`src/rtl/protocore_uart_pkg.sv`:
```
// rtl/protocore_uart_pkg.sv - shared UART framing constants and dumper FSM encoding
package protocore_uart_pkg;

  localparam int CLKS_PER_BIT_DEF = 868;

  // Same framing words the program loader recognises, sent MSB byte first.
  localparam logic [23:0] START_WORD = 24'h0000FF;
  localparam logic [23:0] STOP_WORD  = 24'h00F0FF;

  typedef enum logic [2:0] {
    ST_IDLE,
    ST_HDR,
    ST_FETCH,
    ST_LATCH,
    ST_SEND,
    ST_TRAILER,
    ST_DONE
  } dump_state_e;

  function automatic logic [7:0] word_byte(input logic [23:0] word, input logic [1:0] idx);
    case (idx)
      2'd0:    word_byte = word[23:16];
      2'd1:    word_byte = word[15:8];
      default: word_byte = word[7:0];
    endcase
  endfunction

endpackage

```
`src/rtl/uart_tx.sv`:
```
// rtl/uart_tx.sv - byte-level 8N1 UART transmitter with gapless back-to-back handshake
module uart_tx #(
  parameter int CLKS_PER_BIT = 868
) (
  input  logic       clk,
  input  logic       rst,
  input  logic       tx_valid,
  input  logic [7:0] tx_data,
  output logic       tx_ready,
  output logic       tx_prefetch,
  output logic       UART_tx
);

  localparam int CNT_W = $clog2(CLKS_PER_BIT);
  localparam logic [CNT_W-1:0] CNT_MAX     = CNT_W'(CLKS_PER_BIT - 1);
  localparam logic [CNT_W-1:0] PREFETCH_AT = CNT_W'(CLKS_PER_BIT - 4);

  logic             active;
  logic [3:0]       bit_idx;
  logic [CNT_W-1:0] baud_cnt;
  logic [7:0]       data_q;
  logic             stop_last;

  // bit_idx: 0 = start bit, 1..8 = data bits, 9 = stop bit.
  assign stop_last   = active && (bit_idx == 4'd9) && (baud_cnt == CNT_MAX);
  assign tx_ready    = !active || stop_last;
  // Three cycles ahead of the stop-bit end, so a memory fetch can complete in time.
  assign tx_prefetch = active && (bit_idx == 4'd9) && (baud_cnt == PREFETCH_AT);

  always_ff @(posedge clk or negedge rst) begin
    if (!rst) begin
      active   <= 1'b0;
      bit_idx  <= 4'd0;
      baud_cnt <= '0;
      data_q   <= 8'h00;
    end else if (tx_valid && tx_ready) begin
      active   <= 1'b1;
      bit_idx  <= 4'd0;
      baud_cnt <= '0;
      data_q   <= tx_data;
    end else if (active) begin
      if (baud_cnt == CNT_MAX) begin
        baud_cnt <= '0;
        if (bit_idx >= 4'd1 && bit_idx <= 4'd8) begin
          data_q <= {1'b0, data_q[7:1]};
        end
        if (bit_idx == 4'd9) begin
          active  <= 1'b0;
          bit_idx <= 4'd0;
        end else begin
          bit_idx <= bit_idx + 4'd1;
        end
      end else begin
        baud_cnt <= baud_cnt + CNT_W'(1);
      end
    end
  end

  always_comb begin
    UART_tx = 1'b1;
    if (active) begin
      if (bit_idx == 4'd0) begin
        UART_tx = 1'b0;
      end else if (bit_idx != 4'd9) begin
        UART_tx = data_q[0];
      end
    end
  end

endmodule

```
`src/rtl/uart_prog_dumper.sv`:
```
// rtl/uart_prog_dumper.sv - streams instruction memory out over UART in loader framing
module uart_prog_dumper
  import protocore_uart_pkg::*;
#(
  parameter int CLKS_PER_BIT = CLKS_PER_BIT_DEF,
  parameter int ADDR_W       = 8,
  parameter int INSTR_W      = 24
) (
  input  logic               clk,
  input  logic               rst,
  input  logic               start,
  input  logic [ADDR_W-1:0]  last_addr,
  output logic [ADDR_W-1:0]  mem_addr,
  input  logic [INSTR_W-1:0] mem_rdata,
  output logic               UART_tx,
  output logic               busy,
  output logic               done
);

  dump_state_e        state, state_next;
  logic [ADDR_W-1:0]  last_q;
  logic [INSTR_W-1:0] sreg;
  logic [1:0]         byte_idx;

  logic       tx_valid;
  logic [7:0] tx_data;
  logic       tx_ready;
  logic       tx_prefetch;

  logic accept;
  logic byte_inc;
  logic byte_clr;
  logic addr_inc;
  logic cap_en;
  logic shift_en;

  uart_tx #(
    .CLKS_PER_BIT(CLKS_PER_BIT)
  ) u_tx (
    .clk        (clk),
    .rst        (rst),
    .tx_valid   (tx_valid),
    .tx_data    (tx_data),
    .tx_ready   (tx_ready),
    .tx_prefetch(tx_prefetch),
    .UART_tx    (UART_tx)
  );

  always_ff @(posedge clk or negedge rst) begin
    if (!rst) begin
      state <= ST_IDLE;
    end else begin
      state <= state_next;
    end
  end

  // byte_idx == 3 means all three bytes of the group are handed to the transmitter.
  always_comb begin
    state_next = state;
    tx_valid   = 1'b0;
    tx_data    = 8'h00;
    accept     = 1'b0;
    byte_inc   = 1'b0;
    byte_clr   = 1'b0;
    addr_inc   = 1'b0;
    cap_en     = 1'b0;
    shift_en   = 1'b0;
    case (state)
      ST_IDLE: begin
        if (start) begin
          accept     = 1'b1;
          state_next = ST_HDR;
        end
      end
      ST_HDR: begin
        if (byte_idx != 2'd3) begin
          tx_valid = 1'b1;
          tx_data  = word_byte(START_WORD, byte_idx);
          byte_inc = tx_ready;
        end else if (tx_prefetch) begin
          byte_clr   = 1'b1;
          state_next = ST_FETCH;
        end
      end
      ST_FETCH: state_next = ST_LATCH;
      ST_LATCH: begin
        cap_en     = 1'b1;
        state_next = ST_SEND;
      end
      ST_SEND: begin
        if (byte_idx != 2'd3) begin
          tx_valid = 1'b1;
          tx_data  = sreg[INSTR_W-1 -: 8];
          byte_inc = tx_ready;
          shift_en = tx_ready;
        end else if (tx_prefetch) begin
          byte_clr = 1'b1;
          // Compare before increment so the top address never wraps back to 0.
          if (mem_addr == last_q) begin
            state_next = ST_TRAILER;
          end else begin
            addr_inc   = 1'b1;
            state_next = ST_FETCH;
          end
        end
      end
      ST_TRAILER: begin
        if (byte_idx != 2'd3) begin
          tx_valid = 1'b1;
          tx_data  = word_byte(STOP_WORD, byte_idx);
          byte_inc = tx_ready;
        end else if (tx_ready) begin
          byte_clr   = 1'b1;
          state_next = ST_DONE;
        end
      end
      ST_DONE:  state_next = ST_IDLE;
      default:  state_next = ST_IDLE;
    endcase
  end

  always_ff @(posedge clk or negedge rst) begin
    if (!rst) begin
      mem_addr <= '0;
      last_q   <= '0;
      sreg     <= '0;
      byte_idx <= 2'd0;
    end else begin
      if (accept) begin
        mem_addr <= '0;
        last_q   <= last_addr;
      end else if (addr_inc) begin
        mem_addr <= mem_addr + ADDR_W'(1);
      end
      if (cap_en) begin
        sreg <= mem_rdata;
      end else if (shift_en) begin
        sreg <= {sreg[INSTR_W-9:0], 8'h00};
      end
      if (accept || byte_clr) begin
        byte_idx <= 2'd0;
      end else if (byte_inc) begin
        byte_idx <= byte_idx + 2'd1;
      end
    end
  end

  assign busy = (state != ST_IDLE) && (state != ST_DONE);
  assign done = (state == ST_DONE);

endmodule

```
`config.mk`:
```
export PLATFORM = sky130hd
export DESIGN_NAME = uart_prog_dumper
export DESIGN_NICKNAME = d
export VERILOG_FILES = /design/src/rtl/protocore_uart_pkg.sv /design/src/rtl/uart_tx.sv /design/src/rtl/uart_prog_dumper.sv
export SDC_FILE = /design/constraint.sdc
export NUM_CORES = 1
export LEC_CHECK = 0
export CAP_MARGIN = 10
export CELL_PAD_IN_SITES_DETAIL_PLACEMENT = 1
export CELL_PAD_IN_SITES_GLOBAL_PLACEMENT = 2
export CORE_MARGIN = 2
export CORE_UTILIZATION = 33
export DETAILED_ROUTE_END_ITERATION = 7
export GPL_ROUTABILITY_DRIVEN = 0
export MAX_ROUTING_LAYER = met4
export PLACE_DENSITY_LB_ADDON = 0.1
export SLEW_MARGIN = 20
export SYNTH_ARGS = -nofsm -noshare
export SYNTH_HDL_FRONTEND = slang
export SYNTH_SLANG_ARGS = --single-unit
```
`constraint.sdc`:
```
create_clock -name clk -period 3 [get_ports clk]
set_input_delay 0.6 -clock clk [delete_from_list [all_inputs] [get_ports clk]]
set_output_delay 0.6 -clock clk [all_outputs]
set_load 0.03 [all_outputs]
```
Word-level counts from Yosys, hierarchy flattened
Index checks and enable logic that the tools add are counted.

word-level totals
  output and inout port bits = 11
  input bits = 35
  word-level logic and storage cells = 117
  flip-flop bits (word level) = 68

cells by class
  eq/ne operators = 21
  reduce and logical (&&, ||, !) cells = 25
  muxes and demuxes = 56
  $lt $le $gt $ge = 2
  $add $sub $neg = 4

operator list
  cell                                                                   number
  8-bit 2-to-1 mux                                                       10
  24-bit 2-to-1 mux                                                      2
  10-bit 2-to-1 mux                                                      3
  3-bit 2-to-1 mux                                                       8
  8-bit one-hot mux with 3 select lines                                  1
  1-bit 2-to-1 mux                                                       23
  10-bit == test, second input constant                                  2
  3-bit one-hot mux with 6 select lines                                  1
  4-bit 2-to-1 mux                                                       4
  2-bit inequality test, second input constant                           8
  8-bit one-hot mux with 2 select lines                                  1
  2-bit nonzero test                                                     6
  10-bit by 1-bit adder with 10-bit output, second input constant        1
  3-bit == test, second input constant                                   3
  8-bit by 1-bit adder with 8-bit output, second input constant          1
  8-bit == test                                                          1
  7-bit AND reduction                                                    1
  3-bit by 2-bit == test with 1-bit output, second input constant        2
  1-bit logical AND                                                      6
  4-bit by 1-bit adder with 4-bit output, second input constant          1
  4-bit == test, second input constant                                   1
  4-bit by 1-bit >= comparator with 1-bit output, second input constant  1
  4-bit less-or-equal comparator, second input constant                  1
  4-bit zero test                                                        1
  16 further kinds                                                       19

Longest topological paths before layout
  word-level depth = 9
  depth in mapped cells = 8
  depth with buffers taken out = 7

Cells and area by module
Synthesis repeated with hierarchy kept, for this count alone.

unflattened totals
  cells, all modules = 401
  area, all modules = 3,673.5 um^2

modules (own cells, without submodules)
  module            times used  cells an instance  area each (um^2)
  uart_prog_dumper  1           264                2,377.3
  uart_tx           1           137                1,296.2

Worst setup path after synthesis
Ideal clock, no wire load.

  kind = register to register
  from = register u_tx.baud_cnt[3]
  to = register state[0]
  slack = 843 ps
  arrival = 2,035 ps
  library setup time = 122 ps
  stages on the path, launching flop included = 6
  period minus slack after synthesis = 2,157 ps
  cells stage by stage = dfrtp_1 -> or4b_1 -> buf_2 -> or4_1 -> a22o_1 -> a32o_1

on the way
  longest elaborated chain between the ends = 5
  elaborated cells on any way between the ends = 9

ends and longest elaborated chain
  what                                      RTL line                source
  from (decl)                               uart_tx.sv:20           logic [CNT_W-1:0] baud_cnt;
  from (signal assigned)                    uart_tx.sv:54           baud_cnt <= baud_cnt + CNT_W'(1);
  10-bit == test                            uart_tx.sv:25           assign stop_last = active && (bit_idx == 4'd9) && (baud_cnt == CNT_MAX);
  1-bit logical AND                         uart_tx.sv:25
  1-bit logical OR                          uart_tx.sv:26           assign tx_ready = !active || stop_last;
  2-bit inequality test (no source line)    n/a
  7-bit AND reduction (no source line) (*)  n/a
  to (signal assigned)                      uart_prog_dumper.sv:53  state <= state_next;
  to (decl)                                 uart_prog_dumper.sv:20  dump_state_e state, state_next;

Mark *: on every way between the ends. The rest lies on a longest branch, timed or not.
A chain may end at the register's enable or synchronous reset.

Worst setup path after layout
  from = register state[2]
  to = output port busy

on the way
  longest elaborated chain between the ends = 2
  elaborated cells on any way between the ends = 3

ends and longest elaborated chain
  what                                                         RTL line                 source
  3-bit inequality test or 3-bit nonzero test (tied branches)  uart_prog_dumper.sv:148  assign busy = (state != ST_IDLE) && (state != ST_DONE);
  1-bit logical AND (*)                                        uart_prog_dumper.sv:148
  to (decl)                                                    uart_prog_dumper.sv:16   output logic busy,

Marked as above.

==> run summary <==
Synth top area cells: dfrtp_1 47%, nand2_1 11%, a21oi_1 4.7%
Startpoint type of the worst setup path: flop
Synth Net Count: 461
Hold-fix buffer count after cts: 0
Top-Level Pins: 46
Total Nets Final: 508
Outcome: finished, final reports clean
Fin crit period: 2.70 ns
Final core occ: 41.4%
Top cell type by total area after synthesis: dfrtp_1
Largest net degree at the start of global routing: 27
Mux contribution to synthesized area: 0%
Vias: 3106
Clk_skew: 0.0103 ns
Register area: 0.00170 mm2
Clock Pin Slew Worst Setup and Hold Paths: 0.08 ns
R2r setup slk: 0.33 ns
CTS Buffer Depth: 2
Clk_lat worst skew: 0.36 ns
Starting Density: 33.6%
Setup WS pre-CTS: 0.345 ns
Vias/cell: 5.07
GR Layer Usage met3: 3.59%
Post-cts resize count: 0
Core area: 0.0107 mm2
Leakage Power: 1.89 nW
Filler instances: 1313
Number of synthesized flops with an enable pin: 0
Cells after synthesis: 421
Initial antenna violation count: 0
Part of the Yosys area used for sequential elements: 47.1%
DP HPWL: 6600 um
Worst-path maximum fanout: 14
Clock Sinks: 68
Top cell type's share of synthesized area: 47.1%
Worst setup startpoint: state[2]
Top_reg_cell synth: dfrtp_1
Global-route wire length before repair: 15800 um
Worst flop-to-flop path startpoint: u_tx.baud_cnt[3]
Area Overhead vs Synth: 23.1%
Met2 Resource Use GR: 25.5%
H-Tree Depth: 3
Final setup margin: 0.301 ns
Routed WL: 9290 um
Final Hold Viols: 0
Antenna diode count: 0
Max-cap violations: 0
Root Buffer: clkbuf_8
Grt ovf: 0
Max VDD drop: 0.000291 V
Layout cells sized above 1: 7.82%
Worst slew margin: 40.2%
Fin crit share: 90.0%
Final Max Tran Viols: 0
Critical-path cell list: nor2b_1 -> or3_1 -> clkdlybuf4s50_1
Die width: 109 um
YS warnings: 0
Reg2reg path depth: 5
Async SR Flop Fraction: 100%
Most frequent cells after synthesis: 105 x nand2_1, 68 x dfrtp_1, 34 x a21oi_1
Worst min path class: input pin to async pin
Synth Area in Simple Gates: 25.9%
Power Dens Cells: 797 mW/mm2
Crit path max-delay cell type: clkdlybuf4s50_1
Slew at the pin closest to its max-slew limit: 0.896 ns
Yosys cell types: 47
Largest family of logic cells by synthesized area: simple AND/OR/NAND/NOR gates
Max incr delay on CP: 0.61 ns
WP data required: 2.40 ns
FF-to-FF End: mem_addr[5]
Num CTS Buffers: 9
Core Rows: 38
Buffers added on ports: 45
Synth Area in Adders: 1.73%
Final setup fails: 0
Complex-gate fraction of the synthesized area: 17.2%
Multi-input logic area: 0.00176 mm2
Critical path's top delay family: buffers and inverters
RSZ-0062 raised after global routing: false
Register bit count reported by yosys: 68
Post-synthesis xor/xnor area fraction: 3.88%
Syn Area/Cell: 8.58 um2
Residual DRC: 0
DIE AREA: 0.0118 mm2
Critical path class: flop to primary output
Crit path DAT: 2.10 ns
Postcts setup bufs: 0
All-Layer GR Usage: 17.5%
Worst Path Buf+Inv: 1
CP endpoint kind: primary output
Setup TNS: 0 ns
Die Ht: 109 um
Top-count cell post-synth: nand2_1
Vias in the first global route: 3145
Grt peak-use layer: met2
1st-iter DRT viols: 112
Wirelength per Cell: 15.1 um
Max frequency: 371 MHz
Met1 Usage GRT: 25.0%
Length of the first detailed-routing pass in iterations: 4
Synth Cell Area: 0.00361 mm2
CTS tree: yes
Antenna viol nets, final: 0
worst reg2reg max path, stage by stage (launching register included):
cell	delay, ns
dfrtp_1	0.45
or4b_1	0.72
nor2_1	0.25
o2111ai_1	0.48
or4_1	0.63
nand2_1	0.08
final cells by class:
cell class | instances | area share (%)
repair buffers | 57 | 12.0
clock inverters | 7 | 2.59
multi-input cells | 323 | 39.6
clock buffers | 9 | 2.79
flip-flops and latches | 68 | 38.3
well taps | 140 | 3.94
inverters | 9 | 0.760
report_power, final:
group | total, W | internal (W) | switching, W
registers | 0.00153 | 0.00124 | 0.000297
logic | 0.00108 | 0.000469 | 0.000608
clock network | 0.000933 | 0.000549 | 0.000383
cells in the final DEF, fill, tap and decap left out, types with 2 or more instances in the layout:
| cell type | synthesis | routed |
|---|---|---|
| or3_1 | 8 | 8 |
| nand2b_1 | 4 | 4 |
| a32o_1 | 2 | 2 |
| clkinv_2 | 0 | 2 |
| xnor2_1 | 15 | 15 |
| clkbuf_8 | 0 | 9 |
| a22o_1 | 3 | 3 |
| a21oi_2 | 4 | 4 |
| o31ai_1 | 8 | 8 |
| nor3_1 | 4 | 4 |
| nor4b_1 | 2 | 2 |
| clkdlybuf4s50_1 | 0 | 44 |
| buf_4 | 1 | 12 |
| and2_1 | 4 | 4 |
| o211ai_1 | 4 | 4 |
| and3_1 | 3 | 3 |
| nor4_1 | 3 | 3 |
| or4_1 | 3 | 3 |
| ha_1 | 5 | 5 |
| o2111ai_1 | 2 | 2 |
| nand4_1 | 4 | 4 |
| a21oi_1 | 34 | 34 |
| inv_1 | 9 | 9 |
| nor2b_1 | 4 | 4 |
| nand2_1 | 105 | 105 |
| clkinvlp_4 | 0 | 2 |
| dfrtp_1 | 68 | 68 |
| nand3_1 | 26 | 26 |
| bufinv_16 | 0 | 3 |
| nor2_1 | 29 | 29 |
| o21ai_0 | 29 | 29 |
| a31oi_1 | 2 | 2 |
per-layer routing:
metal	vias to the layer above	wire (um)
li1	1552	-
met1	1499	4880
met2	44	4040
met3	11	258
met4	0	110
met5	-	0
cells by family (layout without fill, tap and decap cells):
| group | Yosys count | after routing |
|---|---|---|
| compound gates | 97 | 97 |
| xor+xnor | 16 | 16 |
| fa+ha+maj | 5 | 5 |
| buf+inv | 30 | 82 |
| flops | 68 | 68 |
| simple gates | 205 | 205 |
worst max-delay path by stage:
stage | endpoint | slack [ns] | cells past startpoint
finish | busy | 0.30 | 3
global route | mem_addr[4] | 0.11 | 5
floorplan | state[0] | 0.84 | 5
detailed placement | mem_addr[5] | 0.34 | 5
global placement | mem_addr[5] | 0.41 | 5
CTS | busy | 0.28 | 3
metrics by stage:
| step | hold WS, ns | std cells | total power, W | cell area [um2] |
|---|---|---|---|---|
| floorplan | 0.304 | 421 | 0.00226 | 3610 |
| global placement | 0.462 | 597 | 0.00261 | 4210 |
| detailed placement | 0.469 | 597 | 0.00264 | 4210 |
| CTS | 0.255 | 613 | 0.00359 | 4450 |
| global route | 0.282 | 613 | 0.00384 | 4450 |
| finish | 0.243 | 613 | 0.00354 | 4450 |
state kept, by name, summed over array words and instances, names as in the netlist:
name	count
state	3
u_tx.data_q	8
u_tx.baud_cnt	10
mem_addr	8
sreg	24
last_q	8
u_tx.bit_idx	4
u_tx.active	1
byte_idx	2
Power figures use the tool's default switching activity.
